**config.mk**
```make
export PLATFORM = sky130hd
export DESIGN_NAME = bc_turn_scheduler
export DESIGN_NICKNAME = d
export VERILOG_FILES = /design/src/rtl/bc_turn_scheduler.sv
export SDC_FILE = /design/constraint.sdc
export NUM_CORES = 1
export LEC_CHECK = 0
export CORE_MARGIN = 4
export CORE_UTILIZATION = 53
export DETAILED_ROUTE_END_ITERATION = 8
export GPL_ROUTABILITY_DRIVEN = 0
export GPL_TIMING_DRIVEN = 0
export HOLD_SLACK_MARGIN = 0.02
export PLACE_DENSITY_LB_ADDON = 0.05
export SLEW_MARGIN = 30
export SYNTH_ARGS = -nofsm -noshare
export SYNTH_HDL_FRONTEND = slang
export SYNTH_SLANG_ARGS = --single-unit
```
**constraint.sdc**
```tcl
create_clock -name clock_i -period 5.34 [get_ports clock_i]
set_input_delay 1.602 -clock clock_i [delete_from_list [all_inputs] [get_ports clock_i]]
set_output_delay 1.602 -clock clock_i [all_outputs]
set_load 0.02 [all_outputs]
```
**src/rtl/bc_turn_scheduler.sv**
```systemverilog
// ---------------------------------------------------------------------------
// bc_turn_scheduler
//   Turn controller for a two-player Bulls & Cows game. It accepts one guess
//   per turn from the current player and scores it serially against the
//   opponent's secret, one (secret nibble, guess nibble) pair per cycle. It
//   also enforces a per-turn tick timeout and a round limit that ends the
//   game in a draw.
//
// Ports
//   clock_i         system clock, rising edge
//   reset_ni        asynchronous active-low reset
//   start_i         1-cycle pulse, begins a game from IDLE or DONE
//   abort_i         synchronous return to IDLE, highest priority
//   tick_i          timebase strobe for the turn timer
//   secret1_i       P1 code, 4 BCD nibbles (stable while not IDLE)
//   secret2_i       P2 code, 4 BCD nibbles (stable while not IDLE)
//   guess_valid_i   current player offers a guess
//   guess_i         offered guess, 4 nibbles
//   guess_ready_o   high only while waiting for a guess
//   result_ack_i    consumer has read the result
//   result_valid_o  high only while a result is reported
//   bulls_o/cows_o  counts of the last scored guess
//   turn_o          current guesser, 0 = P1, 1 = P2
//   round_cnt_o     completed rounds (P1 + P2 turn pairs)
//   timeout_o       1-cycle pulse on a turn forfeit
//   game_over_o     high in DONE
//   winner_o        00 none, 01 P1, 10 P2, 11 draw
//   state_o         current FSM state, for observation
//
// Handshakes
//   Guess:  a guess transfers on a rising edge where guess_valid_i and
//           guess_ready_o are both high. guess_ready_o does not depend on
//           guess_valid_i.
//   Result: result_valid_o stays high, with bulls_o/cows_o stable, until a
//           rising edge where result_ack_i is high; that edge completes it.
// ---------------------------------------------------------------------------
module bc_turn_scheduler #(
    parameter int unsigned MAX_ROUNDS = 8,
    parameter int unsigned TURN_TICKS = 30
) (
    input  logic        clock_i,
    input  logic        reset_ni,
    input  logic        start_i,
    input  logic        abort_i,
    input  logic        tick_i,
    input  logic [15:0] secret1_i,
    input  logic [15:0] secret2_i,
    input  logic        guess_valid_i,
    input  logic [15:0] guess_i,
    output logic        guess_ready_o,
    input  logic        result_ack_i,
    output logic        result_valid_o,
    output logic [2:0]  bulls_o,
    output logic [2:0]  cows_o,
    output logic        turn_o,
    output logic [3:0]  round_cnt_o,
    output logic        timeout_o,
    output logic        game_over_o,
    output logic [1:0]  winner_o,
    output logic [2:0]  state_o
);

    typedef enum logic [2:0] {
        S_IDLE       = 3'd0,
        S_WAIT_GUESS = 3'd1,
        S_SCORE      = 3'd2,
        S_REPORT     = 3'd3,
        S_DONE       = 3'd4
    } state_t;

    // Timer only has to reach TURN_TICKS-1.
    localparam int TW = (TURN_TICKS > 1) ? $clog2(TURN_TICKS) : 1;

    state_t          state_q;
    logic [TW-1:0]   timer_q;
    logic [3:0]      idx_q;
    logic [15:0]     guess_q;
    logic            turn_q;
    logic [3:0]      round_cnt_q;
    logic [2:0]      bulls_q;
    logic [2:0]      cows_q;
    logic [1:0]      winner_q;
    logic            guess_ready_q;
    logic            result_valid_q;
    logic            timeout_q;
    logic            game_over_q;

    logic [15:0]     opp_secret_d;
    logic [3:0]      opp_nib_d;
    logic [3:0]      gss_nib_d;
    logic            match_d;
    logic            same_pos_d;
    logic            timer_last_d;
    logic [3:0]      rc_new_d;
    logic            draw_d;

    // The guesser is scored against the other player's secret.
    assign opp_secret_d = turn_q ? secret1_i : secret2_i;

    // idx[3:2] walks the secret nibbles, idx[1:0] the guess nibbles, so all
    // 16 pairs are visited; equal positions are bulls, the rest are cows.
    assign opp_nib_d  = 4'(opp_secret_d >> {idx_q[3:2], 2'b00});
    assign gss_nib_d  = 4'(guess_q >> {idx_q[1:0], 2'b00});
    assign match_d    = (opp_nib_d == gss_nib_d);
    assign same_pos_d = (idx_q[3:2] == idx_q[1:0]);

    assign timer_last_d = (timer_q == TW'(TURN_TICKS - 1));

    // Turn switch: a round completes when P2's turn ends.
    assign rc_new_d = turn_q ? (round_cnt_q + 4'd1) : round_cnt_q;
    assign draw_d   = (rc_new_d == 4'(MAX_ROUNDS));

    always_ff @(posedge clock_i or negedge reset_ni) begin
        if (!reset_ni) begin
            state_q        <= S_IDLE;
            timer_q        <= '0;
            idx_q          <= '0;
            guess_q        <= '0;
            turn_q         <= 1'b0;
            round_cnt_q    <= '0;
            bulls_q        <= '0;
            cows_q         <= '0;
            winner_q       <= '0;
            guess_ready_q  <= 1'b0;
            result_valid_q <= 1'b0;
            timeout_q      <= 1'b0;
            game_over_q    <= 1'b0;
        end else begin
            timeout_q <= 1'b0;
            if (abort_i) begin
                state_q        <= S_IDLE;
                timer_q        <= '0;
                idx_q          <= '0;
                turn_q         <= 1'b0;
                round_cnt_q    <= '0;
                bulls_q        <= '0;
                cows_q         <= '0;
                winner_q       <= '0;
                guess_ready_q  <= 1'b0;
                result_valid_q <= 1'b0;
                game_over_q    <= 1'b0;
            end else begin
                case (state_q)
                    S_IDLE, S_DONE: begin
                        if (start_i) begin
                            state_q       <= S_WAIT_GUESS;
                            turn_q        <= 1'b0;
                            round_cnt_q   <= '0;
                            timer_q       <= '0;
                            winner_q      <= '0;
                            guess_ready_q <= 1'b1;
                            game_over_q   <= 1'b0;
                        end
                    end

                    S_WAIT_GUESS: begin
                        // A guess arriving with the expiring tick still wins.
                        if (guess_valid_i) begin
                            state_q       <= S_SCORE;
                            guess_q       <= guess_i;
                            timer_q       <= '0;
                            idx_q         <= '0;
                            bulls_q       <= '0;
                            cows_q        <= '0;
                            guess_ready_q <= 1'b0;
                        end else if (tick_i) begin
                            if (timer_last_d) begin
                                // Forfeit: switch turns without a report.
                                timeout_q   <= 1'b1;
                                timer_q     <= '0;
                                round_cnt_q <= rc_new_d;
                                if (draw_d) begin
                                    state_q       <= S_DONE;
                                    winner_q      <= 2'b11;
                                    guess_ready_q <= 1'b0;
                                    game_over_q   <= 1'b1;
                                end else begin
                                    turn_q <= ~turn_q;
                                end
                            end else begin
                                timer_q <= timer_q + TW'(1);
                            end
                        end
                    end

                    S_SCORE: begin
                        if (match_d) begin
                            if (same_pos_d) begin
                                bulls_q <= (bulls_q == 3'd7) ? bulls_q : bulls_q + 3'd1;
                            end else begin
                                cows_q <= (cows_q == 3'd7) ? cows_q : cows_q + 3'd1;
                            end
                        end
                        idx_q <= idx_q + 4'd1;
                        if (idx_q == 4'd15) begin
                            state_q        <= S_REPORT;
                            result_valid_q <= 1'b1;
                        end
                    end

                    S_REPORT: begin
                        if (result_ack_i) begin
                            result_valid_q <= 1'b0;
                            if (bulls_q == 3'd4) begin
                                // The guesser cracked the code: P1 -> 01, P2 -> 10.
                                state_q     <= S_DONE;
                                winner_q    <= {turn_q, ~turn_q};
                                game_over_q <= 1'b1;
                            end else begin
                                round_cnt_q <= rc_new_d;
                                if (draw_d) begin
                                    state_q     <= S_DONE;
                                    winner_q    <= 2'b11;
                                    game_over_q <= 1'b1;
                                end else begin
                                    state_q       <= S_WAIT_GUESS;
                                    turn_q        <= ~turn_q;
                                    timer_q       <= '0;
                                    guess_ready_q <= 1'b1;
                                end
                            end
                        end
                    end

                    default: begin
                        state_q <= S_IDLE;
                    end
                endcase
            end
        end
    end

    assign guess_ready_o  = guess_ready_q;
    assign result_valid_o = result_valid_q;
    assign bulls_o        = bulls_q;
    assign cows_o         = cows_q;
    assign turn_o         = turn_q;
    assign round_cnt_o    = round_cnt_q;
    assign timeout_o      = timeout_q;
    assign game_over_o    = game_over_q;
    assign winner_o       = winner_q;
    assign state_o        = state_q;

endmodule
```
==> impl_metrics.json <==
{
  "status": "finished, final reports clean",
  "fin_crit_ns": 3.78,
  "required_ns": 5.58,
  "min_path_type": "register to register",
  "grtUsageMet3": 0.0388,
  "grtUsageTotal": 0.215,
  "cts_tree": "built",
  "io_pins": 75,
  "overflow": 0,
  "drv_cap": 0,
  "synth_area_leaders": "dfrtp_1, mux2_2, mux4_2",
  "synth_edf_count": 0,
  "synthCells": 257,
  "avgSynthCellArea_um2": 10.9,
  "crit_slowest_cell": "nor4_1",
  "grt_pass1_wl_um": 11000,
  "root_buffer": "clkbuf_8",
  "grt_pass1_vias": 2286,
  "startpoint_type": "input port",
  "h-tree-depth": 2,
  "wl_per_cell_um": 16.4,
  "tightestPinTransition_ns": 0.661,
  "clk_latency_ns": 0.30,
  "vias_per_cell": 5.78,
  "syn_area_mm2": 0.00281,
  "leakagePower_nw": 1.59,
  "synthTopCellsByCount": "dfrtp_1, o21ai_0, mux2_2",
  "hold_violations": 0,
  "finalNetCount": 402,
  "p_per_area_mw_per_mm2": 356,
  "clock_skew_ns": 0.00404,
  "cts.sinks": 45,
  "synth_cell_types": 56,
  "diodes": 0,
  "rsz0062_at_grt": "false",
  "path_clk_slew_ns": 0.08,
  "postPlaceCellArea_mm2": 0.00364,
  "final_max_slew_viol_count": 0,
  "first_pass_iters": 4,
  "seq_area_frac_synth": 0.401,
  "finalSetupViolations": 0,
  "die_y_um": 80.8,
  "design_area_mm2": 0.00374,
  "cts_resized": 0,
  "synth_top_area_frac": 0.401,
  "holdBufCountCts": 0,
  "post-route-drc-count": 0,
  "grtUsageMet2": 0.374,
  "vias": 2358,
  "yosys.area.top_type": "dfrtp_1",
  "clockBufferDepth": 2,
  "critPathKind": "input port to register",
  "arrival_ns": 4.02,
  "path_cells": "clkdlybuf4s50_1 -> clkbuf_1 -> inv_1 -> a31o_2 -> mux2i_1 -> nand4_1 -> nor4_1 -> a22o_1",
  "rows": 26,
  "die_w_um": 80.8,
  "syn_nets": 321,
  "synth_most_common_cell": "dfrtp_1",
  "grt_antenna_before_repair": 0,
  "ir_worst_vdd_uv": 235,
  "ys.flop_type": "dfrtp_1",
  "slowest_delay_ns": 0.56,
  "cts_setup_buffers": 0,
  "dp_hpwl_um": 5040,
  "cts_buffers": 5,
  "crit_path_end_kind": "register",
  "drive_above_1_share": 0.142,
  "grt_busiest_layer": "met2",
  "ys_warn_count": 0,
  "ys_seq_elements": 45,
  "p_total_mw": 1.33,
  "port_buffers": 74,
  "area_delta_synth_final_pct": 33.1,
  "path_max_fanout": 10,
  "timing.fmax_mhz": 264,
  "slew_headroom": 0.556,
  "die_area_mm2": 0.00653,
  "postSynth.asyncResetShare": 1.00,
  "drt-initial-drc-count": 108,
  "start_util": 0.547,
  "grt_max_degree": 46,
  "use_met1": 0.279,
  "ant_nets": 0,
  "totalWireLength_um": 6680,
  "tns_ns": 0,
  "fin_crit_sh": 0.708,
  "core_area_mm2": 0.00514
}
[cell families (layout without fill, tap and decap cells)]
logic type                 Yosys count  after routing  synth area share
DFF                                 45             45             0.401
buffers and inverters               27            108            0.0472
AOI/OAI and AO/OA                   53             53             0.132
and+or+nand+nor                     77             77             0.162
xor gates and xnor gates             7              7            0.0218
adders and majority gates            9              9            0.0401
muxes                               39             39             0.197
[through the flow]
step	std cells	util	hold WS [ns]	worst slack [ns]
floorplan	257	-	0.445	2.05
global placement	401	0.708	0.473	1.35
detailed placement	401	0.708	0.479	1.31
CTS	408	0.728	0.498	1.59
global route	408	0.728	0.513	1.42
finish	408	0.728	0.491	1.56
[where the power goes]
group          total [mW]  internal [mW]  switching (mW)
clock               0.251          0.136           0.115
sequential          0.482          0.425          0.0563
combinational       0.598          0.315           0.283
total                1.33          0.876           0.455
[final timing paths]
path	from	end	slack, ns	depth (start not counted)
worst max-delay path	abort_i	cows_o[0]	1.56	8
worst min-delay path	winner_o[1]	winner_o[1]	0.49	1
worst max register to register	round_cnt_o[0]	timer_q[3]	2.54	7
worst min register to register	winner_o[1]	winner_o[1]	0.49	1
max in group asynchronous	reset_ni	guess_ready_o	3.64	1
min in group asynchronous	reset_ni	cows_o[0]	1.30	1
[sequential cells by signal, indices dropped and copies added, names as in the netlist]
signal          flops
guess_q            16
timer_q             5
idx_q               4
round_cnt_o         4
bulls_o             3
cows_o              3
state_o             3
winner_o            2
game_over_o         1
guess_ready_o       1
result_valid_o      1
timeout_o           1
turn_o              1
[layout make-up]
type	count	area [µm²]
Buffer	15	87.6
Clock buffer	5	68.8
Clock inverter	2	35.0
Fill cell	419	1400
Inverter	12	45.0
Multi-Input combinational cell	185	1550
Sequential cell	45	1130
Tap cell	70	87.6
Timing Repair Buffer	74	738
[layout by cell type (no fill, tap or decap), types with 6 or more instances in the layout]
| cell | n |
|---|---|
| xor2_1 | 7 |
| nand2_1 | 12 |
| clkbuf_1 | 7 |
| mux2_2 | 18 |
| nor3_1 | 6 |
| nand3_1 | 8 |
| clkdlybuf4s50_1 | 73 |
| inv_1 | 12 |
| dfrtp_1 | 45 |
| buf_2 | 6 |
| nor2_1 | 10 |
| ha_1 | 9 |
| mux2i_1 | 11 |
| mux4_2 | 6 |
| o21ai_0 | 20 |
[routing by layer]
| layer | share of wire | up-vias | wire length (µm) |
|---|---|---|---|
| li1 | - | 1133 | - |
| met5 | 0 | - | 0 |
| met3 | 0.063 | 7 | 423 |
| met1 | 0.43 | 1139 | 2890 |
| met4 | 0.012 | 0 | 78 |
| met2 | 0.49 | 79 | 3290 |
[worst max-delay path: cells and delay by family]
kind,cells,cell delay (ns)
buffers and inverters,3,1.04
AOI/OAI and AO/OA,2,0.47
muxes,1,0.15
and+or+nand+nor,2,0.76
Power figures use the tool's default switching activity.
